==> config.mk <==
export PLATFORM = sky130hd
export DESIGN_NAME = lfsr_rand_arbiter
export DESIGN_NICKNAME = d
export VERILOG_FILES = /design/src/rtl/lfsr_arb_pkg.sv /design/src/rtl/rr_arbiter.sv /design/src/rtl/lfsr_rand_arbiter.sv
export SDC_FILE = /design/constraint.sdc
export NUM_CORES = 1
export LEC_CHECK = 0
export BUFFER_PORTS_ARGS = -buffer_cell sky130_fd_sc_hd__clkbuf_2
export CORE_UTILIZATION = 35
export CTS_CLUSTER_SIZE = 24
export DETAILED_ROUTE_END_ITERATION = 16
export GPL_TIMING_DRIVEN = 1
export SETUP_SLACK_MARGIN = 0.4
export SYNTH_ARGS = -nofsm -noshare
export SYNTH_HDL_FRONTEND = slang
export SYNTH_SLANG_ARGS = --single-unit
==> constraint.sdc <==
create_clock -name clk -period 1.3 [get_ports clk]
set_clock_uncertainty 0.05 [all_clocks]
set_input_delay 0.065 -clock clk [delete_from_list [all_inputs] [get_ports clk]]
set_output_delay 0.065 -clock clk [all_outputs]
set_load 0.02 [all_outputs]
==> src/rtl/lfsr_arb_pkg.sv <==
// Shared types, default tap masks and width helper for the LFSR random-word arbiter.
package lfsr_arb_pkg;

  typedef enum logic [1:0] {
    IDLE  = 2'd0,
    SHIFT = 2'd1,
    ACK   = 2'd2
  } state_t;

  // Maximal-length masks for fb = ^(state & taps) shifted into the LSB.
  localparam logic [2:0]  TAPS_N3  = 3'b110;
  localparam logic [3:0]  TAPS_N4  = 4'b1100;
  localparam logic [7:0]  TAPS_N8  = 8'hB8;
  localparam logic [15:0] TAPS_N16 = 16'hD008;
  localparam logic [31:0] TAPS_N32 = 32'h8020_0003;

  function automatic int clog2(input int value);
    int r;
    r = 0;
    while ((1 << r) < value) r++;
    return r;
  endfunction

endpackage

==> src/rtl/rr_arbiter.sv <==
// Combinational round-robin pick: first set request after index `last`, wrapping modulo NREQ.
module rr_arbiter
  import lfsr_arb_pkg::*;
#(
  parameter int NREQ = 4,
  parameter int GW   = (clog2(NREQ) < 1) ? 1 : clog2(NREQ)
) (
  input  logic [NREQ-1:0] req,
  input  logic [GW-1:0]   last,
  input  logic            enable,
  output logic [GW-1:0]   grant,
  output logic            valid
);

  logic [GW-1:0] idx;

  always_comb begin
    grant = '0;
    valid = 1'b0;
    idx   = '0;
    // Walk farthest-first so the nearest candidate after `last` is the one that sticks.
    for (int i = NREQ; i >= 1; i--) begin
      idx = GW'((int'(last) + i) % NREQ);
      if (enable && req[idx]) begin
        grant = idx;
        valid = 1'b1;
      end
    end
  end

endmodule

==> src/rtl/lfsr_rand_arbiter.sv <==
// Round-robin front end for a shared Fibonacci LFSR; each grant clocks the LFSR W times
// and returns the collected feedback bits as one word with a one-cycle ack.
module lfsr_rand_arbiter
  import lfsr_arb_pkg::*;
#(
  parameter int           NREQ = 4,
  parameter int           N    = 16,
  parameter int           W    = 8,
  parameter logic [N-1:0] TAPS = 16'hD008,
  parameter logic [N-1:0] SEED = N'(1)
) (
  input  logic            clk,
  input  logic            reset_n,
  input  logic [NREQ-1:0] req,
  output logic [NREQ-1:0] ack,
  output logic [W-1:0]    rdata,
  input  logic            seed_we,
  input  logic [N-1:0]    seed,
  output logic            busy,
  output logic            lockup_err
);

  // state | meaning
  // IDLE  | waiting; seed loads and new grants happen here
  // SHIFT | one LFSR step per cycle, W steps in total
  // ACK   | word and one-hot ack presented for exactly one cycle

  localparam int            GW       = (clog2(NREQ) < 1) ? 1 : clog2(NREQ);
  localparam int            CW       = clog2(W + 1);
  localparam logic [CW-1:0] CNT_LAST = CW'(W - 1);
  localparam logic [GW-1:0] LAST_RST = GW'(NREQ - 1);

  state_t        state;
  logic [N-1:0]  lfsr;
  logic [N-1:0]  lfsr_next;
  logic [W-1:0]  rdata_sh;
  logic [W-1:0]  rdata_sh_next;
  logic [W-1:0]  rdata_q;
  logic [CW-1:0] cnt;
  logic [GW-1:0] grant;
  logic [GW-1:0] last;
  logic [GW-1:0] arb_grant;
  logic          arb_valid;
  logic          arb_enable;
  logic          fb;

  // Seed writes win over requests, so the arbiter is held off whenever seed_we is up.
  assign arb_enable = (state == IDLE) && !seed_we;

  rr_arbiter #(
    .NREQ (NREQ),
    .GW   (GW)
  ) u_rr_arbiter (
    .req    (req),
    .last   (last),
    .enable (arb_enable),
    .grant  (arb_grant),
    .valid  (arb_valid)
  );

  assign fb            = ^(lfsr & TAPS);
  assign lfsr_next     = (lfsr << 1) | N'(fb);
  assign rdata_sh_next = (rdata_sh << 1) | W'(fb);

  always_ff @(posedge clk or negedge reset_n) begin
    if (!reset_n) begin
      state      <= IDLE;
      lfsr       <= SEED;
      rdata_sh   <= '0;
      rdata_q    <= '0;
      cnt        <= '0;
      grant      <= '0;
      last       <= LAST_RST;
      lockup_err <= 1'b0;
    end else begin
      lockup_err <= 1'b0;
      case (state)
        IDLE: begin
          if (seed_we) begin
            if (seed == '0) begin
              lfsr       <= SEED;
              lockup_err <= 1'b1;
            end else begin
              lfsr <= seed;
            end
          end else if (arb_valid) begin
            grant <= arb_grant;
            cnt   <= '0;
            state <= SHIFT;
          end
        end
        SHIFT: begin
          lfsr     <= lfsr_next;
          rdata_sh <= rdata_sh_next;
          if (cnt == CNT_LAST) begin
            state <= ACK;
          end else begin
            cnt <= cnt + CW'(1);
          end
        end
        ACK: begin
          rdata_q <= rdata_sh;
          last    <= grant;
          state   <= IDLE;
        end
        default: state <= IDLE;
      endcase
    end
  end

  // The finished word is shown straight from the shifter during ACK, then held in rdata_q.
  assign ack   = (state == ACK) ? (NREQ'(1) << grant) : '0;
  assign rdata = (state == ACK) ? rdata_sh : rdata_q;
  assign busy  = (state != IDLE);

endmodule

==> reports/metrics.csv, run 1 <==
metric;value;unit
Die Area;0.00628;sq mm
antenna violations before repair;0;
area fraction in compound gates after synthesis;15.9;%
vias per cell;4.89;
number of iterations in the first detailed-routing pass;6;
layout cells sized above 1;51.1;%
list of cells traversed by the critical path;buf_6, nor2b_4, buf_6, nand2_4, nor2_4, buf_8;
max-cap violations;0;
Final nets;332;
vertical extent of the die;79.3;microns
TritonCTS clock tree;done;
Total Routing Usage GR;18.2;%
combinational family with the most area after synthesis;simple AND/OR/NAND/NOR gates;
Post-Route WL;5290;microns
commonest register cell after synthesis;dfrtp_1;
number of synthesized flops with an enable pin;0;
top area cells in the synthesized netlist;dfrtp_1, nand2_1, o21ai_0;
VDD IR max;0.00137;V
aggregate global routing overflow;0;
Final Instance Count excl. Fillers;381;
count of yosys warnings during synthesis;0;
total nets after synthesis;247;
post-route fraction of the period consumed by the critical path;120;%
Clock Root Buffer;clkbuf_8;
chip width;79.3;microns
result of the run;complete, but fails checks;
adder and majority gate portion of the synthesized area;0.599;%
average footprint of a synthesized cell;9.37;sq um
worst skew pair latency;0.29;ns
slowest cell on the critical path;dfrtp_1;
largest area contributor in the netlist;dfrtp_1;
multiplexer share of the synthesized area;3.17;%
most numerous cell in the Yosys netlist;nand2_1;
max-slew violation count;0;
DR WL/cell;13.9;microns
placed wire-length estimate;3330;microns
count of input and output buffers;36;
Final WS setup;-0.259;ns
filler instances;464;
cell family with the largest share of critical-path delay;flip-flops;
worst path buffer plus inverter count;3;
hold path cells;3;
final number of setup-violating endpoints;47;
power density of the placed cells;2080;mW/mm^2
Fmax;0.642;GHz
placement-stage cell area;0.00281;sq mm
number of clock sinks;43;
endpoint type of the worst setup path;output pin;
#FFs+latches synth;43;
Syn Std Cell Area;0.00209;sq mm
Final ANT Viol Nets;0;
first-pass GRT wire length;8740;microns
instance count on the critical path;6;
Pleak;1.65;nW
data required time of the worst path;1.19;ns
cell count after synthesis;223;
Least-Margin Pin Slew;0.490;ns
number of global-route vias before repair;1821;
number of distinct library cells after synthesis;43;
initial standard-cell utilization of the core;37.0;%
reg-to-reg slack, setup;-0.19;ns
sequential standard cell area;0.00108;sq mm
number of hold violations in the final report;0;
post-synthesis simple-gate area fraction;22.0;%
area of the multi-input gates;0.00125;sq mm
worst rel slew slack;67.3;%
diodes inserted;0;
DR vias;1864;
register area share after synthesis;51.7;%
Cell Rows;27;
post-route worst hold slack;0.00371;ns
Layout Area Growth over Synthesis;65.6;%
count of unresolved DRC violations after routing;0;
Placer Congestion;0.805;
maximum root-to-sink buffer count;2;
setup repair after global routing missed its margin;yes;
Max H-tree Level;2;
clock-pin transition on the worst setup and hold timing paths;0.08;ns
data arrival time at the worst-slack endpoint;1.44;ns
area share of xor/xnor cells in the synthesized design;1.68;%
leading cell types by count after synthesis;nand2_1, dfrtp_1, o21ai_0, a22oi_1;
Setup crit start kind;register;
number of CTS-inserted buffers;5;
type of the tightest min-delay check;input pin to register;
Critical Path Max Stage Delay;0.43;ns
area share of the largest cell type after synthesis;47.9;%
most frequent cell on the critical path;buf_6;
top-level port count;37;
Setup CP Type;register to output pin;
violations in the final reports;setup timing;
proportion of register bits with asynchronous set or reset after synthesis;100;%
initial drt markers;100;
final core utilization;61.3;%
largest net degree at the start of global routing;22;
path depth of the worst reg2reg path;6;
worst-path maximum fanout;4;
final cell area excluding filler cells;0.00346;sq mm
placeable core region;0.00564;sq mm
final critical path time including I/O delays and setup;1.56;ns
Inst Count DP;348;
-- metal layers --
| layer | part of all wire (%) | vias up | track usage, % | wire [microns] |
|---|---|---|---|---|
| li1 | - | 940 | - | - |
| met1 | 45 | 885 | 22.5 | 2390 |
| met3 | 2.6 | 5 | 3.45 | 135 |
| met4 | 0.79 | 0 | 4.91 | 42 |
| met2 | 51 | 34 | 32.1 | 2720 |
| met5 | 0 | - | 0 | 0 |
-- final timing paths --
kind / to / from
max in group asynchronous: rdata_q[1]$_DFF_PN0_ / reset_n
worst min register to register: lfsr[7]$_DFFE_PN0P_ / lfsr[7]$_DFFE_PN0P_
worst min-delay path: lfsr[10]$_DFFE_PN0P_ / seed[10]
min in group asynchronous: state[1]$_DFFE_PN0P_ / reset_n
worst max-delay path: ack[1] / state[0]$_DFFE_PN0P_
worst max register to register: cnt[1]$_DFFE_PN0P_ / state[0]$_DFFE_PN0P_
-- repair_timing --
item / 4_1_cts / 5_1_grt
endpoints found under the hold margin: 13 / 0
pin swaps: 16 / 4
hold buffers: 1 / 0
buffers inserted: 12 / 10
resized for setup: 50 / 24
setup endpoints to repair: 57 / 74
gates cloned: 2 / 0
-- where the power goes --
group	internal (mW)	total (mW)	switching, mW
clock	0.622	1.08	0.462
combinational	1.99	3.61	1.62
sequential	1.95	2.50	0.545
-- cell usage in the layout, fill, tap and decap left out, types with 3 or more instances in the layout --
master / netlist / final
a21oi_1: 8 / 8
a22oi_1: 12 / 5
a22oi_2: 0 / 7
buf_12: 0 / 8
buf_4: 0 / 28
buf_6: 1 / 17
buf_8: 0 / 11
clkbuf_2: 0 / 21
clkbuf_8: 3 / 8
dfrtp_1: 40 / 40
dfstp_2: 3 / 3
inv_1: 4 / 4
mux2i_1: 4 / 4
nand2_1: 66 / 41
nand2_4: 0 / 26
nor2_1: 8 / 5
nor4_1: 4 / 4
o21ai_1: 3 / 19
xor2_1: 3 / 3
-- cell families after synthesis --
family | count (synthesis)
xor gates and xnor gates | 4
adders and majority gates | 1
muxes | 5
DFF | 43
AOI/OAI and AO/OA | 52
and+or+nand+nor | 101
buffers and inverters | 17
-- worst register-to-register path: cells and delay by family, from the launching register on --
family / cells / cell delay [ns]
buffers and inverters: 3 / 0.43
flip-flops: 1 / 0.43
AO/OA/AOI/OAI: 2 / 0.32
AND/OR/NAND/NOR: 1 / 0.16
-- final cells by class --
type                       instances  share of cell area, %
sequential                        43                   31.2
tap                               72                   2.60
inverter                           4                  0.434
clock inverter                     2                   1.01
timing repair buffer              91                   26.2
clock buffer                       6                   2.39
multi-input combinational        163                   36.2
-- sequential cells by signal, indices dropped and copies added (netlist names) --
signal,count
cnt,4
grant,2
last,2
lfsr,16
lockup_err,1
rdata_q,8
rdata_sh,8
state,2
-- metrics by stage --
stage	power, mW	setup WS, ns	setup TNS (ns)
floorplan	4.56	-0.0987	-0.216
global placement	5.16	-0.112	-0.463
detailed placement	5.21	-0.111	-0.664
CTS	6.96	-0.267	-6.06
global route	7.66	-0.331	-8.90
finish	7.19	-0.259	-5.87
No activity file was read; power rests on OpenSTA's default activity.
==> run 2, diff against run 1 <==
--- a/config.mk
+++ b/config.mk
@@ -6,10 +6,11 @@
 export NUM_CORES = 1
 export LEC_CHECK = 0
 export BUFFER_PORTS_ARGS = -buffer_cell sky130_fd_sc_hd__clkbuf_2
-export CORE_UTILIZATION = 35
+export CORE_UTILIZATION = 50
 export CTS_CLUSTER_SIZE = 24
 export DETAILED_ROUTE_END_ITERATION = 16
 export GPL_TIMING_DRIVEN = 1
+export PLACE_DENSITY = 0.75
 export SETUP_SLACK_MARGIN = 0.4
 export SYNTH_ARGS = -nofsm -noshare
 export SYNTH_HDL_FRONTEND = slang
==> run 2 against run 1 <==
  * The flow still finishes with violations (setup timing)
  * Combinational power down 3%
  * Sequential share of layout area up 1.6 points
  * Die area down 29%
  * Hold slack better by 0.013 ns
  * Total power down 3.2%
  * First-iteration DRC count down 11%
  * Sequential cell count unchanged
  * Highest routed layer unchanged
==> reports/metrics.csv, run 2 (synthesis results as in run 1) <==
metric;value;unit;change
post-route worst hold slack;0.0169;ns;+0.0132 ns
Fmax;0.636;GHz;-0.91%
worst-path maximum fanout;4;;unchanged
Die Area;0.00444;sq mm;-29%
placement-stage cell area;0.00280;sq mm;-0.36%
Pleak;1.58;nW;-4.2%
max-cap violations;0;;unchanged
placeable core region;0.00400;sq mm;-29%
destination of the worst register-to-register timing path;grant[1]$_DFFE_PN0P_;;
diodes inserted;0;;unchanged
vertical extent of the die;66.6;microns;-16%
worst skew pair latency;0.30;ns;about the same
type of the tightest min-delay check;input pin to register;;
chip width;66.6;microns;-16%
worst rel slew slack;70.1;%;+2.8 points
violations in the final reports;setup timing;;
layout cells sized above 1;51.6;%;+0.51 points
Reg-to-Reg Start;state[0]$_DFFE_PN0P_;;
Layout Area Growth over Synthesis;57.6;%;
data required time of the worst path;1.19;ns;about the same
VDD IR max;0.00164;V;+20%
top register by number of flip-flops;lfsr;;
Final nets;327;;-1.5%
Final ANT Viol Nets;0;;unchanged
Total Routing Usage GR;25.5;%;+7.4 points
sum of negative setup slack;-5.45;ns;+0.422 ns
data arrival time at the worst-slack endpoint;1.46;ns;+0.02 ns
final number of setup-violating endpoints;39;;-17%
number of clock sinks;43;;unchanged
Hold EP;lfsr[4]$_DFFE_PN0P_;;
power density of the placed cells;2110;mW/mm^2;+1.8%
Post-Route WL;5340;microns;+0.93%
DR vias;1958;;+5.0%
DR WL/cell;15.1;microns;+8.6%
routing usage on met2;43.8;%;+12 points
final cell area excluding filler cells;0.00329;sq mm;-4.8%
largest net degree at the start of global routing;29;;+32%
clock-pin transition on the worst setup and hold timing paths;0.08;ns;about the same
Setup crit start kind;register;;
startpoint of the tightest hold check path;seed[4];;
most frequent standard cell in the layout excluding fill and tap cells;dfrtp_1;;
top-level port count;37;;unchanged
post-route fraction of the period consumed by the critical path;121;%;+1.1 points
global-route met3 utilization;5.82;%;+2.4 points
GR Util met1;32.3;%;+9.8 points
reg-to-reg slack, setup;-0.19;ns;about the same
Setup CP Type;register to output pin;;
result of the run;complete, but fails checks;;
Least-Margin Pin Slew;0.448;ns;-0.0425 ns
final critical path time including I/O delays and setup;1.57;ns;+0.0143 ns
initial standard-cell utilization of the core;52.2;%;+15 points
number of global-route vias before repair;1837;;+0.88%
number of hold violations in the final report;0;;unchanged
aggregate global routing overflow;0;;unchanged
count of input and output buffers;36;;unchanged
flip-flop count of the largest register, all copies and words added;16;;unchanged
commonest cells after routing, fill and taps aside;dfrtp_1, nand2_1, buf_4;;
Placer Congestion;0.890;;+11%
setup repair after global routing missed its margin;yes;;
count of unresolved DRC violations after routing;0;;unchanged
placed wire-length estimate;3500;microns;+5.3%
highest-utilization routing layer at the global route stage;met2;;
total design power;6.96;mW;-3.2%
initial drt markers;89;;-11%
vias per cell;5.53;;+13%
endpoint type of the worst setup path;output pin;;
number of CTS-inserted buffers;5;;unchanged
Clock Root Buffer;clkbuf_8;;
Final WS setup;-0.273;ns;-0.0143 ns
number of iterations in the first detailed-routing pass;4;;-2
Max H-tree Level;2;;unchanged
maximum root-to-sink buffer count;2;;unchanged
antenna violations before repair;0;;unchanged
first-pass GRT wire length;8290;microns;-5.2%
TritonCTS clock tree;done;;
hold path cells;3;;unchanged
Cell Rows;23;;-15%
path depth of the worst reg2reg path;6;;unchanged
max-slew violation count;0;;unchanged
top flop regs;lfsr (16), rdata_q (8), rdata_sh (8);;
==> run 2: what timing repair did <==
action	4_1_cts	5_1_grt
hold buffers	2	0
hold endpoints to repair	21	0
pin swaps	11	12
resized for setup	36	22
setup endpoints to repair	57	57
setup buffers	10	8
cloned	1	0
==> run 2: worst max path at each step <==
stage / cells past startpoint / slack [ns] / end / from
CTS: 6 / -0.27 / rdata[2] / state[0]$_DFFE_PN0P_
global route: 6 / -0.33 / rdata[3] / state[0]$_DFFE_PN0P_
global placement: 3 / -0.08 / grant[0]$_DFFE_PN0P_ / last[0]$_DFFE_PN1P_
floorplan: 3 / -0.1 / grant[0]$_DFFE_PN0P_ / last[0]$_DFFE_PN1P_
detailed placement: 3 / -0.12 / cnt[1]$_DFFE_PN0P_ / state[1]$_DFFE_PN0P_
finish: 5 / -0.27 / ack[3] / state[0]$_DFFE_PN0P_
==> run 2: layer usage <==
metal  wire length, microns  vias up
met5                      0        -
met4                    127        0
met3                    274       11
met2                   2730       71
met1                   2210      940
li1                       -      936
==> run 2: final cells by class <==
type | instances | area, sq um
Fill cell | 239 | 707
Inverter | 4 | 15.0
Timing Repair Buffer | 85 | 774
Multi-Input combinational cell | 164 | 1260
Tap cell | 50 | 62.6
Clock buffer | 7 | 96.3
Sequential cell | 43 | 1080
Clock inverter | 1 | 7.51
==> run 2: critical path, stage by stage, from the launching register on <==
cell	delay, ns
dfrtp_1	0.39
buf_6	0.13
nor2b_4	0.20
buf_4	0.14
and3_4	0.17
clkbuf_8	0.13
==> run 2: report_power, final <==
part / total (mW) / switching (mW) / internal [mW]
Sequential: 2.52 / 0.565 / 1.95
Clock: 0.950 / 0.467 / 0.484
Combinational: 3.49 / 1.66 / 1.84
==> run 2: per-stage QoR <==
stage          util (%)  setup WS, ns  instances
4_1_cts            79.4        -0.269        346
2_1_floorplan         -       -0.0987        223
6_report           82.3        -0.273        354
5_1_grt            82.3        -0.327        354
3_5_place_dp       70.1        -0.122        325
3_3_place_gp       70.1       -0.0837        325
==> run 3, diff against run 2 <==
--- a/config.mk
+++ b/config.mk
@@ -5,6 +5,7 @@
 export SDC_FILE = /design/constraint.sdc
 export NUM_CORES = 1
 export LEC_CHECK = 0
+export ABC_AREA = 1
 export BUFFER_PORTS_ARGS = -buffer_cell sky130_fd_sc_hd__clkbuf_2
 export CORE_UTILIZATION = 50
 export CTS_CLUSTER_SIZE = 24
==> run 3 against run 2 <==
  * The run still ends with setup timing left
  * Sequential cell count did not move
  * Combinational power rose by 120%
  * Sequential share of layout area fell by 5.3 points
  * First-iteration DRC count rose to 5.1 times the previous value
  * Sequential power barely moved
  * Synthesized cell count rose by 29%
  * Clock power rose by 6%
  * Setup slack got worse by 0.43 ns
  * Clock-buffer cell count did not move
  * Final cell count rose by 26%
  * Core utilization rose by 12 points
  * Global-route usage rose by 7.9 points
==> reports/metrics.csv, run 3 <==
metric;value;unit;change
violations in the final reports;setup timing;;
Post-Route WL;10700;microns;+100%
number of iterations in the first detailed-routing pass;5;;+1
#FFs+latches synth;43;;unchanged
initial standard-cell utilization of the core;53.8;%;+1.6 points
type of the tightest min-delay check;input pin to register;;
Placer Congestion;0.867;;-2.7%
worst-path maximum fanout;4;;unchanged
Pleak;1.93;nW;+22%
Setup CP Type;register to register;;
count of yosys warnings during synthesis;0;;unchanged
diodes inserted;0;;unchanged
Clock Root Buffer;clkbuf_8;;
number of distinct library cells after synthesis;28;;-35%
post-route fraction of the period consumed by the critical path;154;%;+33 points
cell count after synthesis;287;;+29%
number of CTS-inserted buffers;5;;unchanged
number of hold violations in the final report;0;;unchanged
top register by number of flip-flops;lfsr;;
placed wire-length estimate;3440;microns;-1.7%
sequential standard cell area;0.00108;sq mm;unchanged
number of synthesized flops with an enable pin;0;;unchanged
area of the multi-input gates;0.00133;sq mm;+5.8%
filler instances;100;;-58%
VDD IR max;0.00194;V;+18%
top-level port count;37;;unchanged
number of global-route vias before repair;2412;;+31%
max-cap violations;0;;unchanged
clock-pin transition on the worst setup and hold timing paths;0.10;ns;+0.02 ns
data arrival time at the worst-slack endpoint;2.13;ns;+0.67 ns
Max H-tree Level;2;;unchanged
Inst Count DP;396;;+22%
aggregate global routing overflow;0;;unchanged
Final Instance Count excl. Fillers;447;;+26%
antenna violations before repair;0;;unchanged
most numerous cell in the Yosys netlist;nand2_1;;
power density of the placed cells;2850;mW/mm^2;+35%
total design power;11.2;mW;+60%
Final ANT Viol Nets;0;;unchanged
Final nets;420;;+28%
average footprint of a synthesized cell;7.77;sq um;-17%
top area cells in the synthesized netlist;dfrtp_1, nand2_1, o21ai_0;;
largest net degree at the start of global routing;44;;+52%
proportion of register bits with asynchronous set or reset after synthesis;100;%;unchanged
Setup crit start kind;register;;
final number of setup-violating endpoints;48;;+23%
Total Routing Usage GR;33.5;%;+7.9 points
most frequent standard cell in the layout excluding fill and tap cells;inv_1;;
leading cell types by count after synthesis;nand2_1, inv_1, o21ai_0, dfrtp_1, nor2_1;;
Die Area;0.00473;sq mm;+6.5%
area share of xor/xnor cells in the synthesized design;1.18;%;-0.50 points
vias per cell;6.21;;+12%
commonest register cell after synthesis;dfrtp_1;;
TritonCTS clock tree;done;;
initial drt markers;452;;+410%
worst rel slew slack;68.3;%;-1.8 points
endpoint type of the worst setup path;register;;
Fmax;0.500;GHz;-21%
vertical extent of the die;68.8;microns;+3.2%
Cell Rows;23;;unchanged
Least-Margin Pin Slew;0.476;ns;+0.0277 ns
maximum root-to-sink buffer count;2;;unchanged
top flop regs;lfsr (16), rdata_q (8), rdata_sh (8);;
post-synthesis simple-gate area fraction;25.3;%;+3.2 points
max-slew violation count;0;;unchanged
layout cells sized above 1;54.2;%;+2.5 points
Final WS setup;-0.699;ns;-0.426 ns
largest area contributor in the netlist;dfrtp_1;;
chip width;68.8;microns;+3.2%
combinational family with the most area after synthesis;simple AND/OR/NAND/NOR gates;;
area share of the largest cell type after synthesis;44.9;%;-3.0 points
final critical path time including I/O delays and setup;2.00;ns;+0.426 ns
commonest cells after routing, fill and taps aside;inv_1, dfrtp_1, nand2_1;;
multiplexer share of the synthesized area;0;%;-3.2 points
Layout Area Growth over Synthesis;76.1;%;
number of clock sinks;43;;unchanged
first-pass GRT wire length;11100;microns;+34%
adder and majority gate portion of the synthesized area;0.561;%;-0.038 points
reg-to-reg slack, setup;-0.70;ns;-0.51 ns
data required time of the worst path;1.43;ns;+0.24 ns
sum of negative setup slack;-17.26;ns;-11.81 ns
worst skew pair latency;0.33;ns;+0.03 ns
register area share after synthesis;48.4;%;-3.2 points
DR vias;2774;;+42%
total nets after synthesis;311;;+26%
count of input and output buffers;36;;unchanged
flip-flop count of the largest register, all copies and words added;16;;unchanged
count of unresolved DRC violations after routing;0;;unchanged
final core utilization;94.7;%;+12 points
result of the run;complete, but fails checks;;
DR WL/cell;24.0;microns;+59%
setup repair after global routing missed its margin;yes;;
placeable core region;0.00414;sq mm;+3.6%
Syn Std Cell Area;0.00223;sq mm;+6.7%
area fraction in compound gates after synthesis;13.8;%;-2.1 points
[run 3: cell count changes in the layout (fill, tap and decap cells not counted), moves of 8 or more]
cell,previous run,this run
o21ai_2,5,20
buf_6,9,28
o21ai_4,0,8
inv_1,4,40
nand2_2,5,24
nor2_1,5,26
nand2_4,24,12
[run 3: critical path, stage by stage (launching register included)]
cell and delay, ns:
dfstp_2 0.61, buf_12 0.13, buf_6 0.10, nand2_1 0.09, nand2_2 0.11, nand2_1 0.08
nand2_2 0.11, nand2_1 0.07, nand3_1 0.12, nand2_1 0.09, nand3_1 0.13, nand3_2 0.16
[run 3: cell type report]
| class | instances | share of cell area (%) |
|---|---|---|
| Timing Repair inverter | 1 | 0.287 |
| Timing Repair Buffer | 109 | 28.7 |
| Sequential cell | 43 | 27.5 |
| Tap cell | 50 | 1.59 |
| Clock inverter | 1 | 0.191 |
| Inverter | 50 | 5.35 |
| Multi-Input combinational cell | 186 | 33.8 |
| Clock buffer | 7 | 2.45 |
[run 3: metrics by stage]
stage                     setup slack [ns]  area [sq um]  hold WS [ns]
after floorplan                     -0.156          2450        -0.281
after global placement              -0.195          2860        0.0125
after detailed placement            -0.273          2860        0.0136
after CTS                           -0.269          3610        0.0345
after global routing                -0.678          3930         0.137
final                               -0.699          3930        0.0853
[run 3: final timing paths]
kind,startpoint,end,cells past startpoint
hold / removal,seed[11],lfsr[11]$_DFFE_PN0P_,5
min in group asynchronous,reset_n,rdata_q[5]$_DFF_PN0_,3
hold reg to reg,rdata_sh[3]$_DFFE_PN0P_,rdata_sh[4]$_DFFE_PN0P_,2
setup reg to reg,last[0]$_DFFE_PN1P_,grant[1]$_DFFE_PN0P_,11
max in group asynchronous,reset_n,lfsr[0]$_DFFE_PN1P_,3
setup / recovery,last[0]$_DFFE_PN1P_,grant[1]$_DFFE_PN0P_,11
[run 3: where the power goes]
part	switching [mW]	internal, mW	total [mW]
registers	0.558	1.96	2.52
clock network	0.529	0.484	1.01
logic	4.17	3.47	7.64
[run 3: kinds of logic (layout without fill, tap and decap cells)]
logic type               count (synthesis)  in the layout
adder cells (fa/ha/maj)                  1              1
AND/OR/NAND/NOR                        127            127
AO/OA/AOI/OAI                           55             55
flip-flops                              43             43
buffers and inverters                   58            168
XOR/XNOR                                 3              3
[run 3: timing repair]
item	in CTS	in global routing
gates cloned	5	0
resized for setup	99	55
pin swaps	17	21
setup buffers	15	16
hold buffers	7	0
setup endpoints to repair	57	57
hold endpoints to repair	49	0
[run 3: metal layers]
metal	share of wire [%]	GRT usage, %	vias up
met5	0	0	-
met4	8.8	17.9	0
met3	10	6.91	101
met2	47	59.1	253
met1	33	37.7	1299
li1	-	-	1121
